### src/rtl/hazard_scoreboard_if.sv
// Pipeline hazard/scoreboard bundle between the pipeline control (master)
// and hazard_scoreboard (slave).
interface hazard_scoreboard_if #(
  parameter int unsigned REG_AW = 5
);
  // decode stage
  logic [REG_AW-1:0] Rs1D;
  logic [REG_AW-1:0] Rs2D;
  logic [REG_AW-1:0] RdD;
  logic              RegWriteD;
  logic              LongOpD;
  // execute stage
  logic [REG_AW-1:0] Rs1E;
  logic [REG_AW-1:0] Rs2E;
  logic [REG_AW-1:0] RdE;
  logic              RegWriteE;
  logic              LongStartE;
  logic [1:0]        ResultSrcE;
  logic [1:0]        PCSrcE;
  // memory / write-back stages
  logic [REG_AW-1:0] RdM;
  logic [REG_AW-1:0] RdW;
  logic              RegWriteM;
  logic              RegWriteW;
  // control outputs
  logic              StallF;
  logic              StallD;
  logic              FlushD;
  logic              FlushE;
  logic [1:0]        ForwardAE;
  logic [1:0]        ForwardBE;
  logic              LongBusy;
  logic              LongWB;
  logic [REG_AW-1:0] LongRd;
  logic [15:0]       StallCnt;

  modport master (
    output Rs1D, Rs2D, RdD, RegWriteD, LongOpD,
    output Rs1E, Rs2E, RdE, RegWriteE, LongStartE, ResultSrcE, PCSrcE,
    output RdM, RdW, RegWriteM, RegWriteW,
    input  StallF, StallD, FlushD, FlushE, ForwardAE, ForwardBE,
    input  LongBusy, LongWB, LongRd, StallCnt
  );

  modport slave (
    input  Rs1D, Rs2D, RdD, RegWriteD, LongOpD,
    input  Rs1E, Rs2E, RdE, RegWriteE, LongStartE, ResultSrcE, PCSrcE,
    input  RdM, RdW, RegWriteM, RegWriteW,
    output StallF, StallD, FlushD, FlushE, ForwardAE, ForwardBE,
    output LongBusy, LongWB, LongRd, StallCnt
  );
endinterface

### src/rtl/hazard_scoreboard.sv
// Hazard unit with forwarding, load-use detection and a one-entry scoreboard
// for a fixed-latency multicycle unit. Optional stall-cycle counter enabled
// by defining HAZARD_PERF_EN; otherwise StallCnt is tied to zero.
module hazard_scoreboard #(
  parameter int unsigned REG_AW   = 5,
  parameter int unsigned LONG_LAT = 4
) (
  input  logic               clk,
  input  logic               rst,
  hazard_scoreboard_if.slave hz
);

  typedef enum logic [1:0] {
    IDLE,
    BUSY,
    WB
  } state_e;

  state_e            state_q, state_d;
  logic [3:0]        cnt_q, cnt_d;
  logic [REG_AW-1:0] long_rd_q, long_rd_d;

  logic load_use;
  logic sb_raw;
  logic sb_struct;
  logic hazard;
  logic redirect;

  always_comb begin
    hz.ForwardAE = 2'b00;
    if (hz.RegWriteM && (hz.RdM != '0) && (hz.RdM == hz.Rs1E)) begin
      hz.ForwardAE = 2'b10;
    end else if (hz.RegWriteW && (hz.RdW != '0) && (hz.RdW == hz.Rs1E)) begin
      hz.ForwardAE = 2'b01;
    end
  end

  always_comb begin
    hz.ForwardBE = 2'b00;
    if (hz.RegWriteM && (hz.RdM != '0) && (hz.RdM == hz.Rs2E)) begin
      hz.ForwardBE = 2'b10;
    end else if (hz.RegWriteW && (hz.RdW != '0) && (hz.RdW == hz.Rs2E)) begin
      hz.ForwardBE = 2'b01;
    end
  end

  // WB is excluded from RAW/WAW: the regfile is write-first there.
  always_comb begin
    load_use  = (hz.ResultSrcE == 2'b01) && (hz.RdE != '0) &&
                ((hz.RdE == hz.Rs1D) || (hz.RdE == hz.Rs2D));
    sb_raw    = (state_q == BUSY) && (long_rd_q != '0) &&
                ((long_rd_q == hz.Rs1D) || (long_rd_q == hz.Rs2D) ||
                 (hz.RegWriteD && (long_rd_q == hz.RdD)));
    sb_struct = (state_q != IDLE) && hz.LongOpD;
    hazard    = load_use || sb_raw || sb_struct;
    redirect  = (hz.PCSrcE != 2'b00);
  end

  always_comb begin
    hz.StallF = 1'b0;
    hz.StallD = 1'b0;
    hz.FlushD = 1'b0;
    hz.FlushE = 1'b0;
    if (redirect) begin
      hz.FlushD = 1'b1;
      hz.FlushE = 1'b1;
    end else if (hazard) begin
      hz.StallF = 1'b1;
      hz.StallD = 1'b1;
      hz.FlushE = 1'b1;
    end
  end

  always_comb begin
    state_d   = state_q;
    cnt_d     = cnt_q;
    long_rd_d = long_rd_q;
    case (state_q)
      IDLE: begin
        if (hz.LongStartE) begin
          state_d   = BUSY;
          cnt_d     = 4'(LONG_LAT - 1);
          long_rd_d = hz.RdE;
        end
      end
      BUSY: begin
        cnt_d = cnt_q - 4'd1;
        if (cnt_q == 4'd1) begin
          state_d = WB;
        end
      end
      WB: begin
        state_d = IDLE;
      end
      default: begin
        state_d = IDLE;
      end
    endcase
  end

  always_ff @(posedge clk or negedge rst) begin
    if (!rst) begin
      state_q   <= IDLE;
      cnt_q     <= '0;
      long_rd_q <= '0;
    end else begin
      state_q   <= state_d;
      cnt_q     <= cnt_d;
      long_rd_q <= long_rd_d;
    end
  end

  assign hz.LongBusy = (state_q != IDLE);
  assign hz.LongWB   = (state_q == WB);
  assign hz.LongRd   = long_rd_q;

`ifdef HAZARD_PERF_EN
  logic [15:0] stall_cnt_q, stall_cnt_d;

  always_comb begin
    stall_cnt_d = stall_cnt_q;
    if (hz.StallD && (stall_cnt_q != '1)) begin
      stall_cnt_d = stall_cnt_q + 16'd1;
    end
  end

  always_ff @(posedge clk or negedge rst) begin
    if (!rst) begin
      stall_cnt_q <= '0;
    end else begin
      stall_cnt_q <= stall_cnt_d;
    end
  end

  assign hz.StallCnt = stall_cnt_q;
`else
  assign hz.StallCnt = '0;
`endif

endmodule

### src/flat_wrapper.sv
// flat-port wrapper written by rule: the top's interface ports become plain ports
module hazard_scoreboard_flat 
#(
  parameter int unsigned REG_AW   = 5,
  parameter int unsigned LONG_LAT = 4
)
  (clk, rst, hz_Rs1D, hz_Rs2D, hz_RdD, hz_RegWriteD, hz_LongOpD, hz_Rs1E, hz_Rs2E, hz_RdE, hz_RegWriteE, hz_LongStartE, hz_ResultSrcE, hz_PCSrcE, hz_RdM, hz_RdW, hz_RegWriteM, hz_RegWriteW, hz_StallF, hz_StallD, hz_FlushD, hz_FlushE, hz_ForwardAE, hz_ForwardBE, hz_LongBusy, hz_LongWB, hz_LongRd, hz_StallCnt);
  hazard_scoreboard_if #(.REG_AW(REG_AW)) hz_i ();
  input  logic clk;
  input  logic rst;
  input wire logic [$bits(hz_i.Rs1D)-1:0] hz_Rs1D;
  input wire logic [$bits(hz_i.Rs2D)-1:0] hz_Rs2D;
  input wire logic [$bits(hz_i.RdD)-1:0] hz_RdD;
  input wire logic [$bits(hz_i.RegWriteD)-1:0] hz_RegWriteD;
  input wire logic [$bits(hz_i.LongOpD)-1:0] hz_LongOpD;
  input wire logic [$bits(hz_i.Rs1E)-1:0] hz_Rs1E;
  input wire logic [$bits(hz_i.Rs2E)-1:0] hz_Rs2E;
  input wire logic [$bits(hz_i.RdE)-1:0] hz_RdE;
  input wire logic [$bits(hz_i.RegWriteE)-1:0] hz_RegWriteE;
  input wire logic [$bits(hz_i.LongStartE)-1:0] hz_LongStartE;
  input wire logic [$bits(hz_i.ResultSrcE)-1:0] hz_ResultSrcE;
  input wire logic [$bits(hz_i.PCSrcE)-1:0] hz_PCSrcE;
  input wire logic [$bits(hz_i.RdM)-1:0] hz_RdM;
  input wire logic [$bits(hz_i.RdW)-1:0] hz_RdW;
  input wire logic [$bits(hz_i.RegWriteM)-1:0] hz_RegWriteM;
  input wire logic [$bits(hz_i.RegWriteW)-1:0] hz_RegWriteW;
  output wire logic [$bits(hz_i.StallF)-1:0] hz_StallF;
  output wire logic [$bits(hz_i.StallD)-1:0] hz_StallD;
  output wire logic [$bits(hz_i.FlushD)-1:0] hz_FlushD;
  output wire logic [$bits(hz_i.FlushE)-1:0] hz_FlushE;
  output wire logic [$bits(hz_i.ForwardAE)-1:0] hz_ForwardAE;
  output wire logic [$bits(hz_i.ForwardBE)-1:0] hz_ForwardBE;
  output wire logic [$bits(hz_i.LongBusy)-1:0] hz_LongBusy;
  output wire logic [$bits(hz_i.LongWB)-1:0] hz_LongWB;
  output wire logic [$bits(hz_i.LongRd)-1:0] hz_LongRd;
  output wire logic [$bits(hz_i.StallCnt)-1:0] hz_StallCnt;
  assign hz_i.Rs1D = hz_Rs1D;
  assign hz_i.Rs2D = hz_Rs2D;
  assign hz_i.RdD = hz_RdD;
  assign hz_i.RegWriteD = hz_RegWriteD;
  assign hz_i.LongOpD = hz_LongOpD;
  assign hz_i.Rs1E = hz_Rs1E;
  assign hz_i.Rs2E = hz_Rs2E;
  assign hz_i.RdE = hz_RdE;
  assign hz_i.RegWriteE = hz_RegWriteE;
  assign hz_i.LongStartE = hz_LongStartE;
  assign hz_i.ResultSrcE = hz_ResultSrcE;
  assign hz_i.PCSrcE = hz_PCSrcE;
  assign hz_i.RdM = hz_RdM;
  assign hz_i.RdW = hz_RdW;
  assign hz_i.RegWriteM = hz_RegWriteM;
  assign hz_i.RegWriteW = hz_RegWriteW;
  assign hz_StallF = hz_i.StallF;
  assign hz_StallD = hz_i.StallD;
  assign hz_FlushD = hz_i.FlushD;
  assign hz_FlushE = hz_i.FlushE;
  assign hz_ForwardAE = hz_i.ForwardAE;
  assign hz_ForwardBE = hz_i.ForwardBE;
  assign hz_LongBusy = hz_i.LongBusy;
  assign hz_LongWB = hz_i.LongWB;
  assign hz_LongRd = hz_i.LongRd;
  assign hz_StallCnt = hz_i.StallCnt;
  hazard_scoreboard #(.REG_AW(REG_AW), .LONG_LAT(LONG_LAT)) u_core (.clk(clk), .rst(rst), .hz(hz_i));
endmodule
### config.mk
export PLATFORM = sky130hd
export DESIGN_NAME = hazard_scoreboard_flat
export DESIGN_NICKNAME = d
export VERILOG_FILES = /design/src/rtl/hazard_scoreboard_if.sv /design/src/rtl/hazard_scoreboard.sv /design/src/flat_wrapper.sv
export SDC_FILE = /design/constraint.sdc
export NUM_CORES = 1
export LEC_CHECK = 0
export ABC_AREA = 0
export BUFFER_PORTS_ARGS = -buffer_cell sky130_fd_sc_hd__clkbuf_2
export CAP_MARGIN = 20
export CORE_UTILIZATION = 40
export CTS_CLUSTER_DIAMETER = 80
export DETAILED_ROUTE_END_ITERATION = 8
export PLACE_DENSITY = 0.81
export SETUP_SLACK_MARGIN = 0.15
export SLEW_MARGIN = 15
export SYNTH_ARGS = -nofsm -noshare
export SYNTH_HDL_FRONTEND = slang
export SYNTH_SLANG_ARGS = --single-unit
### constraint.sdc
create_clock -name clk -period 1.6 [get_ports clk]
set_input_delay 0.08 -clock clk [delete_from_list [all_inputs] [get_ports clk]]
set_output_delay 0.08 -clock clk [all_outputs]
set_load 0.03 [all_outputs]
==> flow_summary.toml, run 1 <==
[sta]
finalClockSkew_ps = 5.73
finalCritPeriodShare_pct = 120
min_period_ps = 1910
fin_ws_ps = -314
clock.fmax_mhz = 523
grt_setup_unrepaired = "yes"
hold_viol = 0
setup_viol = 3
final-max-slew-violation-count = 0

[global_route]
grt_util_all_layers_pct = 21.4
first_global_vias = 1247
grt_pass1_wl_um = 5430
grt_antenna_before_repair = 0
grt_start_max_net_pins = 12
grt_overflow = 0

[worst_setup_path]
critPathKind = "reg2out"
critPathArrivalTime_ps = 1830
cp_slowest_cell = "dfrtp_2"
worstPathRequired_ps = 1520
crit_family = "flip-flops"
worstPathCellList = "xor2_1 -> nor4_1 -> nand3_1 -> a31o_2 -> a31oi_4 -> clkbuf_8"
startpoint_type = "flip-flop"
crit_buf_inv = 1
setup.worst_path.end_class = "output port"
worst-path-max-fanout = 5
r2r_cells = 4
crit_cells = 6
slowest_delay_ps = 450

[cells_and_area]
syn_to_final_growth_pct = 51.7
num-nets-final = 271
antenna_cells = 0
drive_gt1_share_pct = 47.7
final_cells = 247

[synthesis]
synth-edff-count = 0
yosys_most_used_dff = "dfrtp_1"
yosysWarnings = 0
avgSynthCellArea_um2 = 8.93
ys_ff_latch = 11
async_flop_share_pct = 100
syn-cell-area_mm2 = 0.00120
yosysSeqAreaShare_pct = 22.8
synth_cell_types = 29
netlist_instances = 135

[place]
dp_cells = 236
gp_congestion = 0.891
dp_hpwl_um = 2580
port_buffers = 65

[clocking]
cts-root-buf = "clkbuf_4"
clkSlewWorstSetupHoldPaths_ps = 60
cts_buffer_depth = 2
clock_latency_ps = 260
cts_sinks = 11
numCtsBuffers = 3
cts_tree = "yes"
h-tree-depth = 1

[routing]
drtPass1Iterations = 6
wl_per_cell_um = 13.7
route.detailed.drc = 20
ant_nets = 0
num_vias = 1226
avgViaCountPerCell = 4.96
drt-initial-drc-count = 46
routed_wl_um = 3380

[power_and_ir_drop]
total_power_mw = 2.09
p_leak_nw = 0.859
powerDensity_mw_per_mm2 = 1140
ir_worst_vdd_v = 0.00110

[die]
die_h_um = 56.9
ios = 83
die_width_um = 56.9
num_rows = 19
die_area_mm2 = 0.00324
initial_core_util_pct = 43.0
core_area_mm2 = 0.00281

[hold_path]
hold_depth = 2
hold_class = "in2reg"

[run]
cap_viol_max_count = 0

[run_status]
violations = "design-rule violations, negative setup slack"
status = "finished, violations left"
cells in the mapped netlist (2+ instances only):
cell type | number | area share [%]
dfrtp_1 | 11 | 23
inv_1 | 3 | 0.93
ha_1 | 2 | 2.1
nand3_1 | 9 | 3.7
or4_1 | 7 | 4.4
o21ai_0 | 5 | 2.1
mux2_2 | 5 | 4.7
nand2_1 | 3 | 0.93
xnor2_1 | 17 | 12
nor3_1 | 4 | 1.7
nor3b_1 | 2 | 1.2
nor2_1 | 3 | 0.93
nor4_1 | 3 | 1.6
nor2b_1 | 2 | 1.0
xor2_1 | 28 | 20
buf_4 | 17 | 11
nor4_2 | 2 | 2.1
area by class of cell:
cell class | count | area (um^2)
well taps | 31 | 38.8
repair buffers | 79 | 528
multi-input cells | 119 | 943
fillers | 222 | 977
flip-flops and latches | 11 | 280
inverters | 3 | 11.3
clock buffers | 4 | 26.3
sequential cells by signal (all words and copies together) (netlist names):
register / count
u_core.cnt_q: 4
u_core.hz.LongRd: 5
u_core.state_q: 2
placed cells by master (no fill, tap or decap), types with 2 or more instances in the layout:
master	instances
buf_8	2
dfrtp_2	4
clkbuf_8	6
nor4_4	4
nor2b_1	2
nor2_1	3
or4_4	3
inv_1	3
o21ai_1	2
nand3_1	9
xor2_1	26
clkbuf_2	54
nor3b_1	2
nand2_1	3
buf_4	12
mux2_2	5
clkbuf_4	3
xor2_2	2
or4_1	4
ha_1	2
conb_1	16
buf_6	4
xnor2_1	17
dfrtp_1	7
nor3_1	4
o21ai_0	4
per-layer routing:
layer	vias up	global-route usage [%]	share of wire (%)
li1	595	-	-
met1	575	23.6	38
met2	54	42.5	55
met3	2	3.46	6.6
met4	0	3.83	0.30
met5	-	0	0
cell families after synthesis:
logic type | after synthesis | share of synthesized area (%)
XOR/XNOR | 45 | 32.7
AND/OR/NAND/NOR | 40 | 20.4
buffers and inverters | 20 | 11.5
AO/OA/AOI/OAI | 11 | 5.50
flip-flops | 11 | 22.8
multiplexers | 5 | 4.67
adder cells (fa/ha/maj) | 2 | 2.08
other | 1 | 0.311
power breakdown:
| group | switching (mW) | leakage (nW) | internal (mW) | total (mW) |
|---|---|---|---|---|
| logic | 0.731 | 0.716 | 0.605 | 1.34 |
| clock network | 0.0848 | 0.0150 | 0.0963 | 0.181 |
| registers | 0.157 | 0.128 | 0.418 | 0.575 |
| total | 0.973 | 0.859 | 1.12 | 2.09 |
stage by stage:
| step | setup slack [ps] | hold WS (ps) | area [um^2] | util [%] | TNS [ps] |
|---|---|---|---|---|---|
| after detailed placement | -45.6 | -35.9 | 1600 | 57.0 | -104 |
| final | -314 | 148 | 1830 | 65.2 | -923 |
| after floorplan | -201 | -216 | 1310 | - | -279 |
| after global placement | -23.3 | -37.6 | 1600 | 57.0 | -56.9 |
| after global routing | -391 | 145 | 1830 | 65.2 | -1140 |
| after CTS | -311 | 132 | 1770 | 63.0 | -913 |
final timing paths:
path / from / endpoint / slack [ps]
worst min register to register: u_core.cnt_q[0]$_DFFE_PN0P_ / u_core.cnt_q[0]$_DFFE_PN0P_ / 500
worst min-delay path: hz_RdE[0] / u_core.hz.LongRd[0]$_DFFE_PN0P_ / 150
max in group asynchronous: rst / u_core.hz.LongRd[3]$_DFFE_PN0P_ / 1150
min in group asynchronous: rst / u_core.cnt_q[1]$_DFFE_PN0P_ / 220
worst max register to register: u_core.state_q[1]$_DFFE_PN0P_ / u_core.cnt_q[3]$_DFFE_PN0P_ / 270
worst max-delay path: u_core.hz.LongRd[3]$_DFFE_PN0P_ / hz_StallD / -310
worst register-to-register path, delay by kind of cell, from the launching register on:
family	cells	cell delay, ps
DFF	1	400
and+or+nand+nor	3	710
AOI/OAI and AO/OA	1	90
what timing repair did:
| item | in CTS | in global routing |
|---|---|---|
| pin swaps | 4 | 8 |
| cloned | 0 | 0 |
| resized for setup | 19 | 16 |
| hold endpoints to repair | 11 | 0 |
| setup endpoints to repair | 5 | 5 |
| hold buffers | 1 | 0 |
| buffers inserted | 4 | 2 |
No activity file was read; power rests on OpenSTA's default activity.
==> run 2: changes to the inputs <==
--- a/config.mk
+++ b/config.mk
@@ -9,9 +9,11 @@
 export BUFFER_PORTS_ARGS = -buffer_cell sky130_fd_sc_hd__clkbuf_2
 export CAP_MARGIN = 20
 export CORE_UTILIZATION = 40
+export CTS_BUF_LIST = sky130_fd_sc_hd__clkbuf_8
 export CTS_CLUSTER_DIAMETER = 80
 export DETAILED_ROUTE_END_ITERATION = 8
 export PLACE_DENSITY = 0.81
+export REMOVE_ABC_BUFFERS = 1
 export SETUP_SLACK_MARGIN = 0.15
 export SLEW_MARGIN = 15
 export SYNTH_ARGS = -nofsm -noshare
==> constraint.sdc (replaced) <==
create_clock -name clk -period 1.6 [get_ports clk]
set_input_delay 0.08 -clock clk [delete_from_list [all_inputs] [get_ports clk]]
set_output_delay 0.08 -clock clk [all_outputs]
set_load 0.1 [all_outputs]
==> run 2 against run 1 <==
Against the previous run:
- the flow still finishes with violations (design-rule violations, negative setup slack)
- non-clock buffer count rose by 3
- sequential share of layout area fell by 0.79 points
- first-iteration DRC count fell by 30%
- flip-flop and latch count did not move
==> flow_summary.toml, run 2 (synthesized netlist as in run 1, its figures left out) <==
[worst_setup_path]
worstPathRequired_ps = 1520
worst-path-max-fanout = 5
r2r_cells = 4
startpoint_type = "flip-flop"
critPathKind = "reg2out"
critPathArrivalTime_ps = 1930
setup.worst_path.end_class = "output port"

[die]
die_width_um = 56.9
die_h_um = 56.9
ios = 83
core_area_mm2 = 0.00281
die_area_mm2 = 0.00324
num_rows = 19
initial_core_util_pct = 43.0

[place]
placed_area_mm2 = 0.00171
dp_cells = 243
dp_hpwl_um = 2820
port_buffers = 65
gp_congestion = 0.847

[global_route]
use_met2_pct = 41.8
grt-busiest-layer = "met2"
grt_pass1_wl_um = 5650
grt_util_all_layers_pct = 22.2
met1_usage_pct = 24.8
grt_start_max_net_pins = 12
grt_overflow = 0
met3_usage_pct = 3.92
grt_antenna_before_repair = 0
first_global_vias = 1281

[sta]
final-max-slew-violation-count = 0
maxSlewHeadroom_pct = 63.4
min_period_ps = 2010
grt_setup_unrepaired = "yes"
clock.fmax_mhz = 497
tightest_slew_ps = 551
finalClockSkew_ps = 1.14
hold_viol = 0
fin_ws_ps = -413
setup_viol = 3
finalCritPeriodShare_pct = 126
fin_setup_tns_ps = -1120

[cells_and_area]
syn_to_final_growth_pct = 59.3
largest_reg_flops = 5
stdcell_area_mm2 = 0.00192
seq_area_um2 = 279
final_cells = 250
final_common_cell = "clkbuf_2"
final_cell_mix = "clkbuf_2 (51), xor2_1 (28), conb_1 (16), buf_4 (16), xnor2_1 (14)"
n_fill_cell = 215
fin_util_pct = 68.4
antenna_cells = 0
num-nets-final = 274
drive_gt1_share_pct = 48.4
multi_input_area_um2 = 941

[routing]
drtPass1Iterations = 6
avgViaCountPerCell = 5.03
routed_wl_um = 3670
route.detailed.drc = 14
drt-initial-drc-count = 32
num_vias = 1258
wl_per_cell_um = 14.7
ant_nets = 0

[clocking]
h-tree-depth = 1
cts_sinks = 11
cts_buffer_depth = 2
cts-root-buf = "clkbuf_8"
clkSlewWorstSetupHoldPaths_ps = 50
cts_tree = "yes"
numCtsBuffers = 3
clock_latency_ps = 230

[hold_path]
hold_depth = 2
hold_class = "in2reg"

[run]
cap_viol_max_count = 0

[power_and_ir_drop]
ir_worst_vdd_v = 0.00173
p_leak_nw = 0.916
powerDensity_mw_per_mm2 = 1510
total_power_mw = 2.90

[run_status]
status = "finished, violations left"
violations = "design-rule violations, negative setup slack"
==> run 2: worst max-delay path: stages (launching register included) <==
cell     delay [ps]
dfrtp_2         450
xor2_1          150
nor4_1          300
nand3_1         100
a31o_2          230
a31oi_1         140
buf_4           160
buf_12          170
==> run 2: per-layer routing <==
layer  vias to the layer above  share of wire (%)
met5                         -                  0
met3                         8                4.0
met2                        40                 56
li1                        604                  -
met4                         0                2.2
met1                       606                 38
==> run 2: final cells by class <==
| type | instances | share of cell area, % |
|---|---|---|
| Multi-Input combinational cell | 119 | 49.0 |
| Timing Repair Buffer | 82 | 31.5 |
| Sequential cell | 11 | 14.5 |
| Clock buffer | 3 | 2.15 |
| Tap cell | 31 | 2.02 |
| Inverter | 3 | 0.587 |
| Clock inverter | 1 | 0.196 |
==> run 2: through the flow <==
step	setup WS, ps	hold slack (ps)
CTS	-380	154
global placement	-123	-37.6
global route	-474	159
floorplan	-3110	-216
detailed placement	-162	-32.5
finish	-413	158
==> run 2: power by group <==
group | internal, mW | total, mW | switching [mW]
combinational | 0.642 | 2.06 | 1.42
sequential | 0.417 | 0.577 | 0.160
clock | 0.168 | 0.266 | 0.0977
==> run 2: repair_timing <==
| item | CTS | global route |
|---|---|---|
| gates resized for setup | 12 | 20 |
| setup buffers | 1 | 1 |
| endpoints found under the hold margin | 11 | 0 |
| cloned | 0 | 0 |
| hold buffers | 1 | 0 |
| endpoints found under the setup margin | 6 | 7 |
| pin swaps | 6 | 13 |
==> run 2: final timing paths <==
path / from / endpoint / slack [ps]
setup / recovery: u_core.hz.LongRd[0]$_DFFE_PN0P_ / hz_StallD / -410
hold / removal: hz_RdE[4] / u_core.hz.LongRd[4]$_DFFE_PN0P_ / 160
setup reg to reg: u_core.state_q[1]$_DFFE_PN0P_ / u_core.cnt_q[3]$_DFFE_PN0P_ / 250
hold reg to reg: u_core.cnt_q[0]$_DFFE_PN0P_ / u_core.cnt_q[0]$_DFFE_PN0P_ / 500
max in group asynchronous: rst / u_core.hz.LongRd[0]$_DFFE_PN0P_ / 1110
min in group asynchronous: rst / u_core.cnt_q[0]$_DFFE_PN0P_ / 250
==> run 3: changes to the inputs <==
--- a/config.mk
+++ b/config.mk
@@ -6,12 +6,14 @@
 export NUM_CORES = 1
 export LEC_CHECK = 0
 export ABC_AREA = 0
-export BUFFER_PORTS_ARGS = -buffer_cell sky130_fd_sc_hd__clkbuf_2
+export BUFFER_PORTS_ARGS = -buffer_cell sky130_fd_sc_hd__buf_2
 export CAP_MARGIN = 20
 export CORE_UTILIZATION = 40
 export CTS_BUF_LIST = sky130_fd_sc_hd__clkbuf_8
 export CTS_CLUSTER_DIAMETER = 80
 export DETAILED_ROUTE_END_ITERATION = 8
+export GPL_ROUTABILITY_DRIVEN = 0
+export GPL_TIMING_DRIVEN = 1
 export PLACE_DENSITY = 0.81
 export REMOVE_ABC_BUFFERS = 1
 export SETUP_SLACK_MARGIN = 0.15
==> run 3 against run 2 <==
Against the previous run:
- the flow still finishes with violations (design-rule violations, negative setup slack)
- wire length up 0.82%
- via count up 0.24%
- die area unchanged
==> flow_summary.toml, run 3 (synthesized netlist as in run 1, its figures left out) <==
[cells_and_area]
syn_to_final_growth_pct = 65.3
num-nets-final = 276
antenna_cells = 0
largest_reg_flops = 5
multi_input_area_um2 = 967
final_cell_mix = "buf_2 (49), xor2_1 (26), conb_1 (16)"
final_common_cell = "buf_2"
seq_area_um2 = 279
drive_gt1_share_pct = 51.1
final_cells = 252
stdcell_area_mm2 = 0.00199
n_fill_cell = 208

[clocking]
numCtsBuffers = 3
cts_sinks = 11
cts_tree = "yes"
cts-root-buf = "clkbuf_8"
clkSlewWorstSetupHoldPaths_ps = 50
clock_latency_ps = 230
cts_buffer_depth = 2
h-tree-depth = 1

[place]
placed_area_mm2 = 0.00169
dp_cells = 240
dp_hpwl_um = 2630
port_buffers = 65

[worst_setup_path]
timing.rr.start = "u_core.state_q[1]$_DFFE_PN0P_"
worstPathCellList = "xor2_1 -> nor4_2 -> nand3_1 -> a31o_2 -> a31oi_1 -> buf_4 -> buf_12"
r2r_end = "u_core.cnt_q[3]$_DFFE_PN0P_"
crit_buf_inv = 2
r2r_setup_slack_ps = 260
worstPathRequired_ps = 1520
r2r_cells = 4
critPathKind = "reg2out"
worst-path-max-fanout = 5
crit_family = "flip-flops"
setup.worst_path.end_class = "output port"
startpoint_type = "flip-flop"
cp_slowest_cell = "dfrtp_2"
slowest_delay_ps = 440
critPathArrivalTime_ps = 2030

[sta]
min_period_ps = 2110
setup_viol = 3
clock.fmax_mhz = 474
final-max-slew-violation-count = 0
finalClockSkew_ps = 0.431
fin_ws_ps = -509
grt_setup_unrepaired = "yes"
finalCritPeriodShare_pct = 132
hold_viol = 0

[routing]
num_vias = 1261
routed_wl_um = 3700
avgViaCountPerCell = 5.00
drt-initial-drc-count = 43
route.detailed.drc = 12
wl_per_cell_um = 14.7
drtPass1Iterations = 6
ant_nets = 0

[die]
die_h_um = 56.9
core_area_mm2 = 0.00281
initial_core_util_pct = 43.0
num_rows = 19
die_area_mm2 = 0.00324
ios = 83
die_width_um = 56.9

[run_status]
violations = "design-rule violations, negative setup slack"
status = "finished, violations left"

[global_route]
grt_start_max_net_pins = 12
grt_antenna_before_repair = 0
first_global_vias = 1258
grt_overflow = 0
grt_pass1_wl_um = 5560
grt_util_all_layers_pct = 21.8

[power_and_ir_drop]
ir_worst_vdd_v = 0.00133
seqPwrFrac_pct = 18.9
p_int_mw = 1.29
combPwrFrac_pct = 72.4
p_leak_nw = 0.926
p_clk_share_pct = 8.7
sw_frac_of_total_pct = 57.1
powerDensity_mw_per_mm2 = 1510
p_switching_mw = 1.72

[hold_path]
whs_endpoint = "u_core.hz.LongRd[2]$_DFFE_PN0P_"
hold_path_startpoint = "hz_RdE[2]"
hold_class = "in2reg"
hold_depth = 2

[run]
cap_viol_max_count = 0
[run 3: power groups by stage]
stage / sequential (mW) / clock, mW / combinational [mW]
global route: 0.592 / 0.279 / 2.30
global placement: 0.559 / 0 / 1.86
floorplan: 1.03 / 0 / 0.945
CTS: 0.562 / 0.268 / 2.01
detailed placement: 0.572 / 0 / 1.87
finish: 0.568 / 0.262 / 2.17
[run 3: final cells by class]
type / instances / share of cell area (%)
Multi-Input combinational cell: 119 / 48.6
Timing Repair Buffer: 84 / 32.7
Sequential cell: 11 / 14.0
Clock buffer: 3 / 2.07
Tap cell: 31 / 1.95
Inverter: 3 / 0.565
Clock inverter: 1 / 0.188
[run 3: repair_timing]
item / 4_1_cts / 5_1_grt
pin swaps: 14 / 15
hold endpoints to repair: 11 / 0
gates resized for setup: 24 / 15
buffers inserted: 5 / 2
setup endpoints to repair: 7 / 7
hold buffers: 1 / 0
gates cloned: 0 / 0
[run 3: how the worst max path moves through the flow]
stage / startpoint / to / slack, ps / cells past startpoint
2_1_floorplan: u_core.hz.LongRd[0]$_DFFE_PN0P_ / hz_StallD / -3110 / 5
3_3_place_gp: u_core.hz.LongRd[0]$_DFFE_PN0P_ / hz_StallF / -130 / 7
3_5_place_dp: u_core.hz.LongRd[0]$_DFFE_PN0P_ / hz_StallD / -210 / 7
4_1_cts: u_core.hz.LongRd[1]$_DFFE_PN0P_ / hz_StallD / -400 / 7
5_1_grt: u_core.hz.LongRd[3]$_DFFE_PN0P_ / hz_StallD / -550 / 7
6_report: u_core.hz.LongRd[3]$_DFFE_PN0P_ / hz_StallF / -510 / 7
[run 3: per-stage QoR]
stage | setup WS [ps] | TNS (ps) | hold slack (ps) | power, mW | util (%)
finish | -509 | -1390 | 161 | 3.00 | 71.0
detailed placement | -208 | -660 | -41.9 | 2.44 | 60.1
global placement | -127 | -429 | -45.6 | 2.42 | 60.1
CTS | -398 | -1100 | 159 | 2.84 | 67.7
floorplan | -3110 | -17090 | -216 | 1.98 | -
global route | -546 | -1510 | 170 | 3.17 | 71.0
[run 3: routing by layer]
layer / GRT usage [%] / vias up / part of all wire [%]
met3: 1.61 / 8 / 3.9
met1: 25.9 / 598 / 38
met2: 40.8 / 52 / 57
met4: 6.97 / 0 / 1.9
met5: 0 / - / 0
li1: - / 603 / -
